**config.mk**
```make
export PLATFORM = sky130hd
export DESIGN_NAME = display_scan_ctrl
export DESIGN_NICKNAME = d
export VERILOG_FILES = /design/src/rtl/display_scan_ctrl.sv
export SDC_FILE = /design/constraint.sdc
export NUM_CORES = 1
export LEC_CHECK = 0
export BUFFER_PORTS_ARGS = -buffer_cell sky130_fd_sc_hd__buf_2
export CORE_AREA = 5 5 113 115
export DETAILED_ROUTE_END_ITERATION = 10
export DIE_AREA = 0 0 118 120
export GPL_TIMING_DRIVEN = 0
export PLACE_DENSITY = 0.46
export SLEW_MARGIN = 10
export SYNTH_ARGS = -nofsm -noshare
export SYNTH_HDL_FRONTEND = slang
export SYNTH_SLANG_ARGS = --single-unit
```
**constraint.sdc**
```tcl
create_clock -name clk -period 18.4 [get_ports clk]
set_clock_uncertainty 0.2 [all_clocks]
set_input_delay 3.68 -clock clk [delete_from_list [all_inputs] [get_ports clk]]
set_output_delay 3.68 -clock clk [all_outputs]
set_load 0.02 [all_outputs]
```
**src/rtl/display_scan_ctrl.sv**
```systemverilog
// Two-digit 7-segment scan scheduler: slot timing with blanking dead-time,
// 16-level PWM on-window, and frame-aligned double-buffered pattern updates.
module display_scan_ctrl #(
    parameter int SLOT_CYCLES  = 1024,
    parameter int BLANK_CYCLES = 16
) (
    input  logic       clk,
    input  logic       rst_n,
    input  logic       enable,
    input  logic [6:0] disp0_in,
    input  logic [6:0] disp1_in,
    input  logic       load,
    output logic       load_ack,
    input  logic [3:0] brightness,
    output logic [6:0] seg,
    output logic [1:0] anode,
    output logic       frame_start
);
    localparam int CW = $clog2(SLOT_CYCLES);

    typedef enum logic [1:0] {IDLE, BLANK, ON, OFF} slot_state_t;

    slot_state_t   state, state_n;
    logic [CW-1:0] cnt, cnt_n;
    logic          digit, digit_n;
    logic [3:0]    bright_q, bright_eff;
    logic [31:0]   on_len;
    logic [6:0]    shadow0, shadow1, active0, active1;
    logic          pending;
    logic          running, slot_end, boundary;

    always_comb begin
        running  = (state != IDLE);
        slot_end = running && (cnt == CW'(SLOT_CYCLES - 1));
        boundary = enable && slot_end && digit;
        // During c=0 the live input is the slot's brightness; afterwards the latched copy.
        bright_eff = (running && cnt == '0) ? brightness : bright_q;
        on_len = (32'(SLOT_CYCLES - BLANK_CYCLES) * (32'(bright_eff) + 32'd1)) / 32'd16;

        cnt_n   = '0;
        digit_n = 1'b0;
        state_n = IDLE;
        if (!enable) begin
            state_n = IDLE;
        end else if (!running) begin
            state_n = BLANK;
        end else begin
            if (slot_end) begin
                cnt_n   = '0;
                digit_n = ~digit;
            end else begin
                cnt_n   = cnt + CW'(1);
                digit_n = digit;
            end
            if (32'(cnt_n) < 32'(BLANK_CYCLES))
                state_n = BLANK;
            else if (32'(cnt_n) < 32'(BLANK_CYCLES) + on_len)
                state_n = ON;
            else
                state_n = OFF;
        end
    end

    always_ff @(posedge clk) begin
        if (!rst_n) begin
            state       <= IDLE;
            cnt         <= '0;
            digit       <= 1'b0;
            bright_q    <= '0;
            shadow0     <= '0;
            shadow1     <= '0;
            active0     <= '0;
            active1     <= '0;
            pending     <= 1'b0;
            load_ack    <= 1'b0;
            seg         <= '0;
            anode       <= '0;
            frame_start <= 1'b0;
        end else begin
            state <= state_n;
            cnt   <= cnt_n;
            digit <= digit_n;
            if (running && cnt == '0)
                bright_q <= brightness;

            // anode and seg come from the same next state so they switch together.
            frame_start <= (state_n != IDLE) && (cnt_n == '0) && !digit_n;
            anode       <= (state_n == ON) ? (digit_n ? 2'b10 : 2'b01) : 2'b00;
            seg         <= (state_n == ON) ? (digit_n ? active1 : active0) : 7'd0;

            load_ack <= 1'b0;
            if (boundary) begin
                if (load) begin
                    active0  <= disp0_in;
                    active1  <= disp1_in;
                    load_ack <= 1'b1;
                end else if (pending) begin
                    active0  <= shadow0;
                    active1  <= shadow1;
                    load_ack <= 1'b1;
                end
                pending <= 1'b0;
            end else if (!running && !load && pending) begin
                active0  <= shadow0;
                active1  <= shadow1;
                pending  <= 1'b0;
                load_ack <= 1'b1;
            end else if (load) begin
                shadow0 <= disp0_in;
                shadow1 <= disp1_in;
                pending <= 1'b1;
            end
        end
    end
endmodule

```
==> results of run 1 <==
## registers in the layout (all words and copies together) (netlist names)
signal       flops
cnt             10
active0          7
active1          7
seg              7
shadow0          7
shadow1          7
bright_q         4
anode            2
state            2
digit            1
frame_start      1
load_ack         1
pending          1
## final timing paths
path | slack, ns | end | cells past startpoint
worst min register to register | 0.30 | active0[1]$_SDFFE_PN0P_ | 1
worst max-delay path | 9.09 | seg[4]$_SDFF_PN0_ | 23
worst max register to register | 11.30 | seg[4]$_SDFF_PN0_ | 26
worst min-delay path | 0.30 | active0[1]$_SDFFE_PN0P_ | 1
## cell usage in the layout, fill, tap and decap left out, types with 4 or more instances in the layout
master / n
sky130_fd_sc_hd__a211oi_1: 10
sky130_fd_sc_hd__a21oi_1: 7
sky130_fd_sc_hd__and2_1: 13
sky130_fd_sc_hd__buf_2: 33
sky130_fd_sc_hd__buf_4: 5
sky130_fd_sc_hd__clkbuf_1: 10
sky130_fd_sc_hd__clkbuf_16: 9
sky130_fd_sc_hd__dfxtp_1: 57
sky130_fd_sc_hd__fa_1: 11
sky130_fd_sc_hd__ha_1: 32
sky130_fd_sc_hd__inv_1: 34
sky130_fd_sc_hd__mux2i_1: 24
sky130_fd_sc_hd__nand2_1: 24
sky130_fd_sc_hd__nand3_1: 37
sky130_fd_sc_hd__nor2_1: 15
sky130_fd_sc_hd__nor2b_1: 20
sky130_fd_sc_hd__o211a_1: 14
sky130_fd_sc_hd__o21a_1: 4
sky130_fd_sc_hd__o21ai_0: 14
sky130_fd_sc_hd__xnor2_1: 8
sky130_fd_sc_hd__xor2_1: 7
## per-stage QoR
| stage | utilization | setup slack (ns) | hold slack, ns |
|---|---|---|---|
| after floorplan | - | 9.45 | 0.263 |
| after global placement | 0.345 | 8.68 | 0.281 |
| after detailed placement | 0.345 | 8.68 | 0.289 |
| after CTS | 0.373 | 9.01 | 0.301 |
| after global routing | 0.373 | 8.61 | 0.314 |
| final | 0.373 | 9.09 | 0.295 |
## worst max-delay path, stage by stage
cell and delay, ns:
sky130_fd_sc_hd__buf_2 0.10, sky130_fd_sc_hd__mux2i_1 0.57, sky130_fd_sc_hd__inv_1 0.14, sky130_fd_sc_hd__ha_1 0.25, sky130_fd_sc_hd__xor2_1 0.45, sky130_fd_sc_hd__fa_1 0.50
sky130_fd_sc_hd__inv_1 0.19, sky130_fd_sc_hd__fa_1 0.48, sky130_fd_sc_hd__fa_1 0.54, sky130_fd_sc_hd__inv_1 0.04, sky130_fd_sc_hd__ha_1 0.34, sky130_fd_sc_hd__o21a_1 0.19
sky130_fd_sc_hd__o31a_1 0.11, sky130_fd_sc_hd__o21ai_0 0.15, sky130_fd_sc_hd__nand2b_1 0.10, sky130_fd_sc_hd__xnor2_1 0.13, sky130_fd_sc_hd__ha_1 0.28, sky130_fd_sc_hd__and4_1 0.18
sky130_fd_sc_hd__o2111ai_1 0.13, sky130_fd_sc_hd__a221oi_2 0.26, sky130_fd_sc_hd__o31a_1 0.21, sky130_fd_sc_hd__buf_6 0.14, sky130_fd_sc_hd__a211oi_1 0.08
## logic make-up after synthesis
logic type	synth area share
flip-flops	0.307
AND/OR/NAND/NOR	0.210
adder cells (fa/ha/maj)	0.167
AO/OA/AOI/OAI	0.134
XOR/XNOR	0.0354
multiplexers	0.0738
buffers and inverters	0.0721
## metal layers
metal / vias up / GRT usage / part of all wire
met5: - / 0 / 0
met2: 57 / 0.185 / 0.42
met1: 1329 / 0.179 / 0.53
li1: 1471 / - / -
met3: 13 / 0.0273 / 0.036
met4: 0 / 0.0430 / 0.016
## area by class of cell
| cell class | instances | area [sq um] | share of cell area |
|---|---|---|---|
| inverter | 34 | 128 | 0.0292 |
| clock buffer | 11 | 243 | 0.0556 |
| sequential | 57 | 1140 | 0.261 |
| buffer | 21 | 140 | 0.0321 |
| timing repair buffer | 30 | 150 | 0.0344 |
| multi-input combinational | 287 | 2300 | 0.527 |
| tap | 147 | 184 | 0.0421 |
| clock inverter | 5 | 78.8 | 0.0181 |
## power groups by stage
stage	clock network [mW]	logic, mW	registers (mW)
2_1_floorplan	0	0.0872	0.133
6_report	0.179	0.110	0.131
4_1_cts	0.183	0.113	0.131
3_5_place_dp	0	0.113	0.134
3_3_place_gp	0	0.111	0.134
5_1_grt	0.187	0.127	0.132
==> results.json, run 1 <==
{
  "result_of_the_run": "finished clean",
  "finalPower_mw": 0.420,
  "placed_cells_incl_taps": 576,
  "initialDrtViolationCount": 85,
  "via_count_of_the_first_global_routing_pass": 2829,
  "synth.area.top_cells": "sky130_fd_sc_hd__dfxtp_1 (31%), sky130_fd_sc_hd__ha_1 (11%), sky130_fd_sc_hd__mux2i_1 (6.5%), sky130_fd_sc_hd__fa_1 (5.9%), sky130_fd_sc_hd__nand3_1 (5.0%)",
  "synthesis.area_per_instance_sq_um": 9.30,
  "synth-seq-cells": 57,
  "gp_congestion": 0.794,
  "cts.reportedPaths.clkPinSlew_ns": 0.05,
  "vdd_drop_max_v": 0.0000489,
  "row_count": 40,
  "totalNegativeSetupSlack_ns": 0,
  "clock_insertion_delay_worst_skew_ns": 0.32,
  "remaining_drc_errors": 0,
  "route.detailed.wl_per_inst_microns": 14.4,
  "placedInstanceArea_sq_mm": 0.00405,
  "yosys_warnings": 0,
  "antenna_violations_before_repair": 0,
  "initial_standard_cell_utilization_of_the_core": 0.317,
  "post-synth-top-count-cell": "sky130_fd_sc_hd__dfxtp_1",
  "drt_pre_antenna_iters": 4,
  "pin_count_of_the_biggest_net_entering_global_routing": 11,
  "synth_top_area_share": 0.307,
  "synth.top_cells.by_count": "sky130_fd_sc_hd__dfxtp_1 (57), sky130_fd_sc_hd__nand3_1 (37), sky130_fd_sc_hd__inv_1 (34), sky130_fd_sc_hd__ha_1 (32)",
  "power.net_switching_mw": 0.120,
  "final_antenna_net_count": 0,
  "final.fill_count": 1257,
  "power.share.switching": 0.285,
  "synth.lib_cells_used.distinct": 51,
  "power.share.combinational": 0.263,
  "final_layout_size_suffix_gt1_frac": 0.151,
  "grt_overflow_total": 0,
  "startpoint_class_of_the_critical_path": "input port",
  "y_dimension_of_the_die_microns": 120,
  "seq_power_share": 0.312,
  "min-delay-path-class": "reg -> reg",
  "cts_tree": "built",
  "wire_length_of_the_first_global_routing_pass_mm": 14.3,
  "numPortBuffers": 30,
  "postRouteWirelength_mm": 8.53,
  "ys.flop_type": "sky130_fd_sc_hd__dfxtp_1",
  "r2r-start": "cnt[0]$_SDFF_PN0_",
  "timing.max_slew.rel_slack": 0.237,
  "cts_inserted_buffers": 9,
  "timing.final.setup_violations": 0,
  "power.clock.fraction": 0.425,
  "synth_enable_flop_cells": 0,
  "timing.final.max_slew_violations": 0,
  "cell_internal_power_dissipation_mw": 0.301,
  "worstSetupEndpointType": "flip-flop",
  "worst-endpoint-arrival_ns": 9.25,
  "maxClockFrequency_mhz": 107,
  "synth.net_count": 464,
  "worstPathRequired_ns": 18.34,
  "groute.usage.overall": 0.125,
  "syn_inst": 399,
  "antenna_cells_inserted": 0,
  "route.vias.total": 2870,
  "chipWidth_microns": 118,
  "power_density_mw_per_mm2": 96.2,
  "synth_area_leader_cell": "sky130_fd_sc_hd__dfxtp_1",
  "final_nets": 505,
  "cp_max_fo": 9,
  "die_area_sq_mm": 0.0142,
  "fin_area_sq_mm": 0.00437,
  "finalCriticalPeriod_ns": 9.31,
  "rsz0062_at_grt": "no",
  "hold_buffers": 0,
  "startpoint": "brightness[1]",
  "placeableCoreArea_sq_mm": 0.0117,
  "post-dp-hpwl_mm": 6.68,
  "io_pins": 33,
  "leakagePower_nw": 2.14,
  "ctsLongestPathBuffers": 2,
  "ctsRootBufferMaster": "sky130_fd_sc_hd__clkbuf_16",
  "async_reset_ff_frac": 0,
  "min_period_over_period": 0.506,
  "synthToLayoutAreaGrowth_pct": 17.7,
  "setup.worst_path.class": "in -> reg",
  "holdCritStartpoint": "active0[1]$_SDFFE_PN0P_",
  "routed_via_density": 4.85,
  "maxCapViolations": 0,
  "timing_worst_slew_pin_value_ns": 1.13,
  "cts_resized": 0,
  "post_cts.repair.setup_buffers": 0,
  "finalNonFillerCells": 592,
  "sequential_share_of_the_synthesized_area": 0.307,
  "timing_hold_violations_final": 0,
  "clkSinkCount": 57,
  "cts.htree.levels": 3,
  "syn_area_sq_mm": 0.00371
}
Note: power is estimated with default switching activity, not from simulation.
==> run 2: changes to the inputs <==
- ABC_AREA: not set -> 1
- CORE_AREA: 5 5 113 115 -> 5 5 112 114
- DIE_AREA: 0 0 118 120 -> 0 0 117 119
- PLACE_DENSITY: 0.46 -> 0.49
- clock period: 18.4 -> 8.21 ns (I/O delays scaled with it)
==> run 2 against run 1 <==
Net effect: cell count up 19%; combinational power rose to 3.0 times the previous value; synthesized area down 0.47%; sequential share of layout area about the same; largest power group unchanged; worst setup slack worse by 7.7 ns; synthesized cell count up 28%; critical path type unchanged; first-iteration DRC count up 34%; die area down 1.7%; clock-buffer cell count down 2; core utilization up 1.2 points; sequential cell count unchanged; non-clock buffer count down 9.
==> results.json, run 2 <==
{
  "async_reset_ff_frac": 0,
  "initialDrtViolationCount": 114,
  "syn_area_sq_mm": 0.00369,
  "row_count": 39,
  "die_area_sq_mm": 0.0139,
  "timing.final.setup_violations": 0,
  "setup.worst_path.class": "in -> reg",
  "hold_buffers": 0,
  "drt_pre_antenna_iters": 4,
  "result_of_the_run": "finished clean",
  "wire_length_of_the_first_global_routing_pass_mm": 14.5,
  "ys.flop_type": "sky130_fd_sc_hd__dfxtp_1",
  "synth_top_area_share": 0.309,
  "layout.cells.most_common": "sky130_fd_sc_hd__nand2_1",
  "numPortBuffers": 32,
  "synth.lib_cells_used.distinct": 36,
  "groute.usage.overall": 0.131,
  "io_pins": 33,
  "pin_count_of_the_biggest_net_entering_global_routing": 13,
  "antenna_cells_inserted": 0,
  "synth_enable_flop_cells": 0,
  "antenna_violations_before_repair": 0,
  "remaining_drc_errors": 0,
  "rsz0062_at_grt": "no",
  "cts_tree": "built",
  "power_density_mw_per_mm2": 235,
  "totalNegativeSetupSlack_ns": 0,
  "yosys_warnings": 0,
  "cts_resized": 0,
  "post_cts.repair.setup_buffers": 0,
  "synth.area.top_cells": "sky130_fd_sc_hd__dfxtp_1 (31%), sky130_fd_sc_hd__ha_1 (11%), sky130_fd_sc_hd__nand2_1 (10%), sky130_fd_sc_hd__inv_1 (9.5%), sky130_fd_sc_hd__nor2_1 (8.2%)",
  "synthesis.area_per_instance_sq_um": 7.21,
  "timing.max_slew.rel_slack": 0.558,
  "largest-register": "cnt",
  "mostFrequentLayoutCells": "sky130_fd_sc_hd__nand2_1 (101), sky130_fd_sc_hd__inv_1 (93), sky130_fd_sc_hd__nor2_1 (81)",
  "min_period_over_period": 0.825,
  "startpoint_class_of_the_critical_path": "input port",
  "y_dimension_of_the_die_microns": 119,
  "route.detailed.wl_per_inst_microns": 12.0,
  "number_of_flip_flops_under_the_largest_register_name": 10,
  "vdd_drop_max_v": 0.000130,
  "worst-endpoint-arrival_ns": 6.83,
  "final_layout_size_suffix_gt1_frac": 0.143,
  "worstSetupEndpointType": "flip-flop",
  "synth-seq-cells": 57,
  "timing_hold_violations_final": 0,
  "final_nets": 620,
  "post-synth-top-count-cell": "sky130_fd_sc_hd__nand2_1",
  "synthToLayoutAreaGrowth_pct": 18.1,
  "syn_inst": 512,
  "cp_max_fo": 9,
  "route.vias.total": 3144,
  "routed_via_density": 4.47,
  "maxCapViolations": 0,
  "finalCriticalPeriod_ns": 6.77,
  "synth.net_count": 577,
  "worstPathRequired_ns": 8.27,
  "postRouteWirelength_mm": 8.44,
  "gp_congestion": 0.826,
  "finalNonFillerCells": 703,
  "placed_cells_incl_taps": 687,
  "chipWidth_microns": 117,
  "grt_overflow_total": 0,
  "via_count_of_the_first_global_routing_pass": 3095,
  "synth.top_cells.by_count": "sky130_fd_sc_hd__nand2_1 (101), sky130_fd_sc_hd__inv_1 (93), sky130_fd_sc_hd__nor2_1 (81), sky130_fd_sc_hd__dfxtp_1 (57), sky130_fd_sc_hd__o21ai_0 (33)",
  "cts.htree.levels": 3,
  "timing.final.max_slew_violations": 0,
  "maxClockFrequency_mhz": 148,
  "min-delay-path-class": "reg -> reg",
  "placeableCoreArea_sq_mm": 0.0113,
  "cts_inserted_buffers": 9,
  "clkSinkCount": 57,
  "sequential_share_of_the_synthesized_area": 0.309,
  "post-dp-hpwl_mm": 6.83,
  "cts.reportedPaths.clkPinSlew_ns": 0.05,
  "initial_standard_cell_utilization_of_the_core": 0.326,
  "leakagePower_nw": 2.20,
  "clock_insertion_delay_worst_skew_ns": 0.33,
  "synth_area_leader_cell": "sky130_fd_sc_hd__dfxtp_1",
  "timing_worst_slew_pin_value_ns": 0.660,
  "placedInstanceArea_sq_mm": 0.00403,
  "ctsLongestPathBuffers": 2,
  "ctsRootBufferMaster": "sky130_fd_sc_hd__clkbuf_16",
  "fin_area_sq_mm": 0.00436,
  "final_antenna_net_count": 0
}
==> run 2: cell count changes in the layout (fill, tap and decap cells not counted), moves of 19 or more <==
cell,delta
sky130_fd_sc_hd__nand2_1,+77
sky130_fd_sc_hd__nor2b_1,-20
sky130_fd_sc_hd__nor2_1,+66
sky130_fd_sc_hd__o21ai_0,+19
sky130_fd_sc_hd__mux2i_1,-24
sky130_fd_sc_hd__inv_1,+59
sky130_fd_sc_hd__nand3_1,-22
==> run 2: critical path, cell delays in order <==
cell	delay (ns)
sky130_fd_sc_hd__buf_2	0.09
sky130_fd_sc_hd__o21ai_1	0.44
sky130_fd_sc_hd__inv_1	0.14
sky130_fd_sc_hd__ha_1	0.26
sky130_fd_sc_hd__nand3_1	0.18
sky130_fd_sc_hd__inv_1	0.14
sky130_fd_sc_hd__fa_1	0.55
sky130_fd_sc_hd__inv_1	0.12
sky130_fd_sc_hd__fa_1	0.56
sky130_fd_sc_hd__inv_1	0.06
sky130_fd_sc_hd__fa_1	0.52
sky130_fd_sc_hd__inv_1	0.05
sky130_fd_sc_hd__ha_1	0.32
sky130_fd_sc_hd__or2_2	0.30
sky130_fd_sc_hd__nand2_1	0.11
sky130_fd_sc_hd__nor2_1	0.05
sky130_fd_sc_hd__nor2_1	0.10
sky130_fd_sc_hd__xor2_1	0.18
sky130_fd_sc_hd__ha_1	0.25
sky130_fd_sc_hd__nand2_1	0.06
sky130_fd_sc_hd__inv_1	0.03
sky130_fd_sc_hd__nand4_1	0.11
sky130_fd_sc_hd__a21oi_1	0.06
sky130_fd_sc_hd__nor2_1	0.17
sky130_fd_sc_hd__nand3_2	0.20
sky130_fd_sc_hd__nor2_1	0.14
==> run 2: kinds of logic (layout without fill, tap and decap cells) <==
family                     Yosys count  after routing  synth area share
AOI/OAI and AO/OA                   76             76             0.123
xor gates and xnor gates            11             11            0.0281
adders and majority gates           43             43             0.168
buffers and inverters              105            153             0.112
DFF                                 57             57             0.309
and+or+nand+nor                    220            220             0.259
==> run 2: stage by stage <==
step                total power, mW  setup slack (ns)   util  hold slack [ns]
floorplan                     0.555              1.78      -            0.230
global placement              0.622              1.07  0.356            0.240
detailed placement            0.626              1.08  0.356            0.245
CTS                            1.04              1.42  0.385            0.253
global route                   1.11              1.06  0.385            0.275
finish                         1.02              1.44  0.385            0.252
==> run 2: routing by layer <==
metal | vias to the layer above | part of all wire | wire length, microns | track usage
met3 | 8 | 0.044 | 374 | 0.0309
met2 | 51 | 0.43 | 3620 | 0.193
met4 | 0 | 0.012 | 99 | 0.0437
li1 | 1685 | - | - | -
met5 | - | 0 | 0 | 0
met1 | 1400 | 0.51 | 4350 | 0.188
==> run 2: path summary, 6_finish.rpt <==
kind                                         startpoint                      end  slack, ns  cells past startpoint
worst min-delay path            shadow0[4]$_SDFFE_PN0P_  shadow0[4]$_SDFFE_PN0P_       0.25                      2
worst max register to register        cnt[0]$_SDFF_PN0_        seg[0]$_SDFF_PN0_       1.76                     30
worst min register to register  shadow0[4]$_SDFFE_PN0P_  shadow0[4]$_SDFFE_PN0P_       0.25                      2
worst max-delay path                      brightness[1]        seg[0]$_SDFF_PN0_       1.44                     26
==> run 2: cell type report <==
type / count / area, sq um
fill: 1203 / 6960
multi-input combinational: 350 / 2140
sequential: 57 / 1140
inverter: 95 / 357
clock buffer: 9 / 225
tap: 143 / 179
timing repair buffer: 32 / 160
clock inverter: 7 / 103
buffer: 10 / 58.8
==> run 2: power breakdown <==
group	leakage [nW]	switching (mW)	internal, mW
registers	0.465	0.00360	0.288
logic	1.58	0.195	0.133
clock network	0.157	0.137	0.268
total	2.20	0.335	0.689
